<file path="src/rtl/cpu_pkg.sv">
// Shared types for the 12-bit microprocessor control path.
// Opcodes, sequencer states, multi-cycle op codes and field positions.
package cpu_pkg;

    typedef enum logic [2:0] {
        OP_LOAD  = 3'd0,
        OP_STORE = 3'd1,
        OP_SUB   = 3'd2,
        OP_ADD   = 3'd3,
        OP_ASC   = 3'd4,
        OP_DESC  = 3'd5,
        OP_DISP  = 3'd6,
        OP_HALT  = 3'd7
    } opcode_e;

    typedef enum logic [2:0] {
        IDLE,
        FETCH,
        DECODE,
        EXEC,
        WAIT,
        NEXT,
        HALT
    } state_e;

    localparam logic [1:0] MC_ASC  = 2'b00;
    localparam logic [1:0] MC_DESC = 2'b01;
    localparam logic [1:0] MC_DISP = 2'b10;

    localparam int OP_MSB   = 11;
    localparam int OP_LSB   = 9;
    localparam int DST_MSB  = 8;
    localparam int DST_LSB  = 6;
    localparam int SRCA_MSB = 5;
    localparam int SRCA_LSB = 3;
    localparam int SRCB_MSB = 2;
    localparam int SRCB_LSB = 0;
    localparam int MREG_MSB = 6;
    localparam int MREG_LSB = 4;
    localparam int DM_MSB   = 3;
    localparam int DM_LSB   = 0;
    localparam int ARG_MSB  = 8;
    localparam int ARG_LSB  = 0;

    function automatic logic is_multi(input opcode_e op);
        return (op == OP_ASC) || (op == OP_DESC) || (op == OP_DISP);
    endfunction

endpackage

</file>
<file path="src/rtl/cpu_decode.sv">
// Datapath strobe decoder: maps the latched instruction and state
// to register file, ALU, data memory and multi-cycle unit controls.
module cpu_decode
    import cpu_pkg::*;
#(
    parameter int INSTR_W = 12
) (
    input  state_e             state,
    input  logic [INSTR_W-1:0] ir,
    output logic               rf_we,
    output logic [2:0]         rf_wa,
    output logic [2:0]         rf_ra0,
    output logic [2:0]         rf_ra1,
    output logic               alu_sub,
    output logic               wb_sel,
    output logic               dm_we,
    output logic [3:0]         dm_addr,
    output logic               mc_start,
    output logic [1:0]         mc_op,
    output logic [8:0]         mc_arg
);

    opcode_e op;
    assign op = opcode_e'(ir[OP_MSB:OP_LSB]);

    // Strobes fire only in EXEC; mc_op/mc_arg held through the wait.
    always_comb begin
        rf_we    = 1'b0;
        rf_wa    = '0;
        rf_ra0   = '0;
        rf_ra1   = '0;
        alu_sub  = 1'b0;
        wb_sel   = 1'b0;
        dm_we    = 1'b0;
        dm_addr  = '0;
        mc_start = 1'b0;
        mc_op    = '0;
        mc_arg   = '0;
        if (state == EXEC) begin
            unique case (op)
                OP_LOAD: begin
                    rf_we   = 1'b1;
                    wb_sel  = 1'b1;
                    rf_wa   = ir[MREG_MSB:MREG_LSB];
                    dm_addr = ir[DM_MSB:DM_LSB];
                end
                OP_STORE: begin
                    dm_we   = 1'b1;
                    rf_ra0  = ir[MREG_MSB:MREG_LSB];
                    dm_addr = ir[DM_MSB:DM_LSB];
                end
                OP_SUB, OP_ADD: begin
                    rf_we   = 1'b1;
                    alu_sub = (op == OP_SUB);
                    rf_wa   = ir[DST_MSB:DST_LSB];
                    rf_ra0  = ir[SRCA_MSB:SRCA_LSB];
                    rf_ra1  = ir[SRCB_MSB:SRCB_LSB];
                end
                OP_ASC, OP_DESC, OP_DISP: begin
                    mc_start = 1'b1;
                end
                OP_HALT: begin
                end
            endcase
        end
        if ((state == EXEC || state == WAIT) && is_multi(op)) begin
            mc_arg = ir[ARG_MSB:ARG_LSB];
            unique case (op)
                OP_ASC:  mc_op = MC_ASC;
                OP_DESC: mc_op = MC_DESC;
                default: mc_op = MC_DISP;
            endcase
        end
    end

endmodule

</file>
<file path="src/rtl/cpu_sequencer.sv">
// Fetch/decode/execute control FSM with single-step, free-run and
// a watchdog on multi-cycle operations.
module cpu_sequencer
    import cpu_pkg::*;
#(
    parameter int INSTR_W = 12,
    parameter int PC_W    = 3,
    parameter int TIMEOUT = 1023
) (
    input  logic               clk,
    input  logic               rst,
    input  logic               go,
    input  logic               run_mode,
    input  logic               prog_mode,
    input  logic [INSTR_W-1:0] instr_in,
    input  logic               mc_done,
    output logic [PC_W-1:0]    imem_addr,
    output logic               rf_we,
    output logic [2:0]         rf_wa,
    output logic [2:0]         rf_ra0,
    output logic [2:0]         rf_ra1,
    output logic               alu_sub,
    output logic               wb_sel,
    output logic               dm_we,
    output logic [3:0]         dm_addr,
    output logic               mc_start,
    output logic [1:0]         mc_op,
    output logic [8:0]         mc_arg,
    output logic               busy,
    output logic               halted,
    output logic               err,
    output logic [PC_W-1:0]    pc
);

    localparam int WD_W = $clog2(TIMEOUT + 1);
    localparam logic [WD_W-1:0] WD_MAX = WD_W'(TIMEOUT);

    state_e             state, state_n;
    logic [PC_W-1:0]    pc_n;
    logic [INSTR_W-1:0] ir, ir_n;
    logic [WD_W-1:0]    wdog, wdog_n, wd_inc;
    logic               err_n;
    opcode_e            op;

    assign op        = opcode_e'(ir[OP_MSB:OP_LSB]);
    assign wd_inc    = wdog + 1'b1;
    assign imem_addr = pc;
    assign busy      = (state != IDLE) && (state != HALT);
    assign halted    = (state == HALT);

    // State, pc, ir, watchdog and sticky error register.
    always_ff @(posedge clk or posedge rst) begin
        if (rst) begin
            state <= IDLE;
            pc    <= '0;
            ir    <= '0;
            wdog  <= '0;
            err   <= 1'b0;
        end else begin
            state <= state_n;
            pc    <= pc_n;
            ir    <= ir_n;
            wdog  <= wdog_n;
            err   <= err_n;
        end
    end

    // Next-state logic; mc_done wins over a same-cycle timeout.
    always_comb begin
        state_n = state;
        pc_n    = pc;
        ir_n    = ir;
        wdog_n  = wdog;
        err_n   = err;
        unique case (state)
            IDLE: begin
                if (go && !prog_mode) state_n = FETCH;
            end
            FETCH: begin
                state_n = DECODE;
            end
            DECODE: begin
                ir_n    = instr_in;
                state_n = EXEC;
            end
            EXEC: begin
                if (op == OP_HALT) begin
                    state_n = HALT;
                end else if (is_multi(op)) begin
                    wdog_n  = '0;
                    state_n = WAIT;
                end else begin
                    pc_n    = pc + 1'b1;
                    state_n = NEXT;
                end
            end
            WAIT: begin
                if (mc_done) begin
                    pc_n    = pc + 1'b1;
                    state_n = NEXT;
                end else if (wd_inc == WD_MAX) begin
                    err_n   = 1'b1;
                    state_n = HALT;
                end else begin
                    wdog_n  = wd_inc;
                end
            end
            NEXT: begin
                state_n = (run_mode && !prog_mode) ? FETCH : IDLE;
            end
            HALT: begin
                if (go) begin
                    pc_n    = '0;
                    err_n   = 1'b0;
                    state_n = FETCH;
                end
            end
            default: begin
                state_n = IDLE;
            end
        endcase
    end

    cpu_decode #(
        .INSTR_W (INSTR_W)
    ) u_decode (
        .state    (state),
        .ir       (ir),
        .rf_we    (rf_we),
        .rf_wa    (rf_wa),
        .rf_ra0   (rf_ra0),
        .rf_ra1   (rf_ra1),
        .alu_sub  (alu_sub),
        .wb_sel   (wb_sel),
        .dm_we    (dm_we),
        .dm_addr  (dm_addr),
        .mc_start (mc_start),
        .mc_op    (mc_op),
        .mc_arg   (mc_arg)
    );

endmodule

</file>
<file path="config.mk">
export PLATFORM = sky130hd
export DESIGN_NAME = cpu_sequencer
export DESIGN_NICKNAME = d
export VERILOG_FILES = /design/src/rtl/cpu_pkg.sv /design/src/rtl/cpu_decode.sv /design/src/rtl/cpu_sequencer.sv
export SDC_FILE = /design/constraint.sdc
export NUM_CORES = 1
export LEC_CHECK = 0
export ABC_CLOCK_PERIOD_IN_PS = 4300
export CAP_MARGIN = 20
export CORE_ASPECT_RATIO = 1.1
export CORE_MARGIN = 2
export CORE_UTILIZATION = 51
export DETAILED_ROUTE_END_ITERATION = 16
export GPL_TIMING_DRIVEN = 0
export MAX_ROUTING_LAYER = met4
export PLACE_DENSITY = 0.86
export SLEW_MARGIN = 20
export SYNTH_ARGS = -nofsm -noshare
export SYNTH_HDL_FRONTEND = slang
export SYNTH_SLANG_ARGS = --single-unit
</file>
<file path="constraint.sdc">
create_clock -name clk -period 4.3 [get_ports clk]
set_input_delay 0.645 -clock clk [delete_from_list [all_inputs] [get_ports clk]]
set_output_delay 0.645 -clock clk [all_outputs]
set_load 0.05 [all_outputs]
</file>
* Word level (Yosys, flattened, before mapping)
Cells that the tools add are included.
** Word-level totals
- Bits in registers :: 29
- Word-level logic and storage cells :: 97
- Output and inout port bits :: 38
- Bits of input ports :: 18
** Operators by class
- Reduce and logical (&&, ||, !) cells :: 22
- Multiplexer cells :: 43
- Equality and inequality tests :: 25
- $add $sub $neg :: 2
** Operators by type and width (number)
- two-way mux 10 bit :: 4
- two-way mux 3 bit :: 12
- == test 3 bit (second input constant) :: 7
- case mux 3 bit (7 select lines) :: 1
- case mux 10 bit (2 select lines) :: 1
- inequality test 2 bit (second input constant) :: 9
- two-way mux 1 bit :: 15
- == test 3 x 2 -> 1 bit (second input constant) :: 4
- case mux 3 bit (2 select lines) :: 2
- adder 10 x 1 -> 10 bit (second input constant) :: 1
- == test 10 bit (second input constant) :: 1
- AND reduction 5 bit :: 2
- two-way mux 9 bit :: 1
- case mux 3 bit (3 select lines) :: 1
- two-way mux 4 bit :: 2
- == test 3 x 1 -> 1 bit (second input constant) :: 2
- logical NOT 3 bit :: 2
- inequality test 3 bit (second input constant) :: 2
- nonzero test 3 bit :: 2
- OR reduction 3 bit :: 2
- logical AND 1 bit :: 4
- two-way mux 2 bit :: 2
- case mux 2 bit (2 select lines) :: 1
- AND reduction 4 bit :: 1
- other kinds (7) :: 11

* Depth between registers and ports, before layout
- Depth after elaboration :: 6
- Gate-level depth with buffers :: 8
- Gate-level depth less buffers :: 7

* By module
A second synthesis with hierarchy kept.
** Unflattened totals
- Cells, all modules :: 222
- Area, all modules :: 2060.7 um^2
** By module, submodules not included
- cpu_sequencer :: area each 1645.3 um^2, cells an instance 158, seq. area each 725.7 um^2, instances 1
- cpu_decode :: area each 415.4 um^2, cells an instance 64, seq. area each 0.0 um^2, instances 1

* Least setup slack after synthesis
No wires, ideal clock.
- Path type :: register to output
- Start point :: reg state[2]
- End point :: out wb_sel
- Setup slack :: 1.332 ns
- Required time :: 3.655 ns
- Path buffers :: 2
- Cell stages (with the launch flop) :: 7
- Data arrival time :: 2.323 ns
- Cells stage by stage :: dfrtp_1 -> buf_2 -> and2b_1 -> nand2_1 -> or2_2 -> buf_2 -> nor3_1
** Between the ends
- Word-level cells in the longest chain between the ends :: 2
** Ends and longest elaborated chain
- start, declared :: RTL line cpu_sequencer.sv:38 : state_e state, state_n;
- start signal, assigned :: RTL line cpu_sequencer.sv:60 : state <= state_n;
- == test 3 x 2 -> 1 bit :: RTL line cpu_decode.sv:39 : if (state == EXEC) begin
- two-way mux 1 bit :: RTL line cpu_decode.sv:39
- end, declared :: RTL line cpu_sequencer.sv:23 : output logic wb_sel,
Every way passes these cells.

* Worst setup path after layout
- Start point :: reg state[0]
- End point :: out mc_arg[8]
** Between the ends
- Word-level cells in the longest chain between the ends :: 4
- Elaborated cells on any way between the ends :: 5
- Classes of those cells :: 2 x eq/ne; 1 x mux; 2 x reduce/logical
** Ends and longest elaborated chain
- == test 3 x 2 -> 1 bit / == test 3 bit (equally long branches) :: RTL line cpu_decode.sv:66 : if ((state == EXEC || state == WAIT) && is_multi(op)) begin
- logical OR 1 bit * :: RTL line cpu_decode.sv:66
- logical AND 1 bit * :: RTL line cpu_decode.sv:66
- two-way mux 9 bit * :: RTL line cpu_decode.sv:66
- end, declared :: RTL line cpu_sequencer.sv:28 : output logic [8:0] mc_arg,
Every way passes the cells marked *; elsewhere a longest branch is shown, timed or not.

==> flow_summary.yaml <==
die:
  start_util: 0.531
  ios: 56
  die_h_um: 68.4
  core_area_um2: 3630
  die_w_um: 62.6
  die_area_um2: 4280
  floorplan.rows: 23
global_routing:
  grt_max_degree: 30
  gr-total-overflow: 0
  grt_util_all_layers: 0.252
  antenna_found_initial: 0
  top_usage_layer: "met2"
  use_met1: 0.275
  grtUsageMet3: 0.0329
  grt_first_pass_wirelength_um: 7980
  use_met2: 0.453
  grt_pass1_vias: 1736
timing:
  finalMaxSlewViolations: 0
  period_needed_ps: 3570
  rsz0062_at_grt: "false"
  finalCritPeriodShare: 0.830
  hold_viol: 0
  setup_viol: 0
  worstMarginPinSlew_ps: 638
  slew_headroom: 0.574
  holdWs_ps: 524
  tns_ps: 0
  fmax_mhz: 280
  fin_skew_ps: 3.87
route:
  via_per_inst: 5.50
  vias: 1819
  postRouteAntennaNets: 0
  remaining_drc_errors: 0
  drt_iter0_drc: 127
  dr.pass1.iters: 4
  wl_um: 4920
  wl_per_cell_um: 14.9
placement:
  gp_congestion: 0.938
  port_buffers: 55
  placedCellCount: 324
  hpwlAfterDp_um: 3640
  dpl-instance-area_um2: 2540
yosys:
  synth.mux.area_fraction: 0.0884
  synth-compound-area-share: 0.174
  synthAdderAreaFrac: 0.0195
  synth_area_per_cell_um2: 8.79
  yosysWarnings: 0
  ys_ff_latch: 29
  synth_top_family_by_area: "simple AND/OR/NAND/NOR gates"
  yosys.area.top_type: "dfrtp_1"
  postSynthCellCount: 219
  yosys.area_share.simple: 0.278
  synthFlopType: "dfrtp_1"
  synth_edf_count: 0
  syn-cell-area_um2: 1920
  synth_top_area_frac: 0.377
  ys_seq_area_frac: 0.377
  synth.area.top_cells: "dfrtp_1 38%, mux2_2 7.0%, nor2_1 5.3%"
  synthTopCellsByCount: "29 x dfrtp_1, 27 x nor2_1, 23 x nand2_1, 14 x and2_1, 13 x a21oi_1"
  ys_async_sr_fraction: 1.00
  synth-xor-area-share: 0.0130
  syn_nets: 240
  synth_most_common_cell: "dfrtp_1"
  synthDistinctLibCells: 48
critical_path:
  critPathCaptureType: "output pin"
  path_class: "reg2out"
  crit_path_start_kind: "flip-flop"
  crit_fanout: 10
  required_ps: 3650
  cp.arrival_ps: 2920
  reg2reg_slack_ps: 2050
clocking:
  cts_resized: 0
  clk_pin_slew_worst_paths_ps: 60
  cts_root_buf: "clkbuf_8"
  cts.sinks: 29
  post-cts-setup-buffers: 0
  cts_buffers: 5
  htree_levels: 2
  cts_tree: "built"
  clk_latency_ps: 290
  cts_hold_repair.buffers: 0
  cts_buffer_depth: 2
pwr:
  peakVddDrop_mv: 0.355
  power_density_nw_per_um2: 664
  p_leak_nw: 1.11
cells_and_area:
  diodes: 0
  area.growth.synth_to_final_pct: 36.3
  fillers: 287
  register_area_um2: 726
  finalNonFillerCells: 331
  fin_area_um2: 2620
  drive_above_1_share: 0.135
  multiInputGateArea_um2: 1100
  nets: 302
hold_path:
  min_path_type: "reg2reg"
run:
  drv_cap: 0
status:
  status: "completed"
## cell families after synthesis
| kind of cell | Yosys count |
|---|---|
| buf+inv | 20 |
| compound gates | 47 |
| fa+ha+maj | 3 |
| xor+xnor | 2 |
| mux | 15 |
| flops | 29 |
| simple gates | 103 |
## layer usage
layer	up-vias	routed length, µm
met5	-	0
met4	0	85
li1	887	-
met3	9	206
met2	57	2540
met1	866	2080
## area by class of cell
type	instances	share of cell area
repair buffers	55	0.210
flip-flops and latches	29	0.277
well taps	50	0.0238
multi-input cells	170	0.420
clock buffers	7	0.0329
inverters	7	0.0100
plain buffers	13	0.0267
## sequential cells by signal (all words and copies together), names as in the netlist
name       count
ir            12
err            1
wdog          10
state          3
imem_addr      3
## cells in the final DEF, fill, tap and decap left out, drive strengths merged, types with 2 or more instances in the layout
master and n:
a21boi 2, a21oi 13, a31oi 4, and2 14, and3 7, buf 9, clkbuf 11, clkdlybuf4s50 55
dfrtp 29, ha 3, inv 7, mux2 13, mux2i 2, nand2 23, nand2b 3, nand3 7
nand4 2, nand4b 3, nor2 27, nor2b 4, nor3 5, nor3b 4, o21a 2, o21ai 12
o221ai 2, o2bb2ai 2, or2 2, xor2 2
## per-stage QoR
stage	total power [W]	util	setup slack, ps
floorplan	0.00122	-	1330
global placement	0.00149	0.700	1090
detailed placement	0.00152	0.700	1030
CTS	0.00175	0.724	722
global route	0.00186	0.724	563
finish	0.00174	0.724	732
## critical path, stage by stage (launching register included)
cell and delay [ps]:
dfrtp_1 380, clkbuf_1 210, nor2_1 230, nand2_1 240, a21oi_1 550, and2_1 210, clkdlybuf4s50_1 810
## worst paths after layout
check                      depth (start not counted)                  endpoint                      from
max                                                6                 mc_arg[8]      state[0]$_DFFE_PP0P_
min                                                1  imem_addr[0]$_DFFE_PP0P_  imem_addr[0]$_DFFE_PP0P_
max reg2reg                                        7       wdog[1]$_DFFE_PP0P_       wdog[1]$_DFFE_PP0P_
min reg2reg                                        1  imem_addr[0]$_DFFE_PP0P_  imem_addr[0]$_DFFE_PP0P_
max in group asynchronous                          2         ir[4]$_DFFE_PP0N_                       rst
min in group asynchronous                          2         ir[9]$_DFFE_PP0N_                       rst
## power breakdown
part / internal (W) / switching [W]
Clock: 0.000127 / 0.000103
Combinational: 0.000398 / 0.000635
Sequential: 0.000375 / 0.000104
Note: power is estimated with default switching activity, not from simulation.
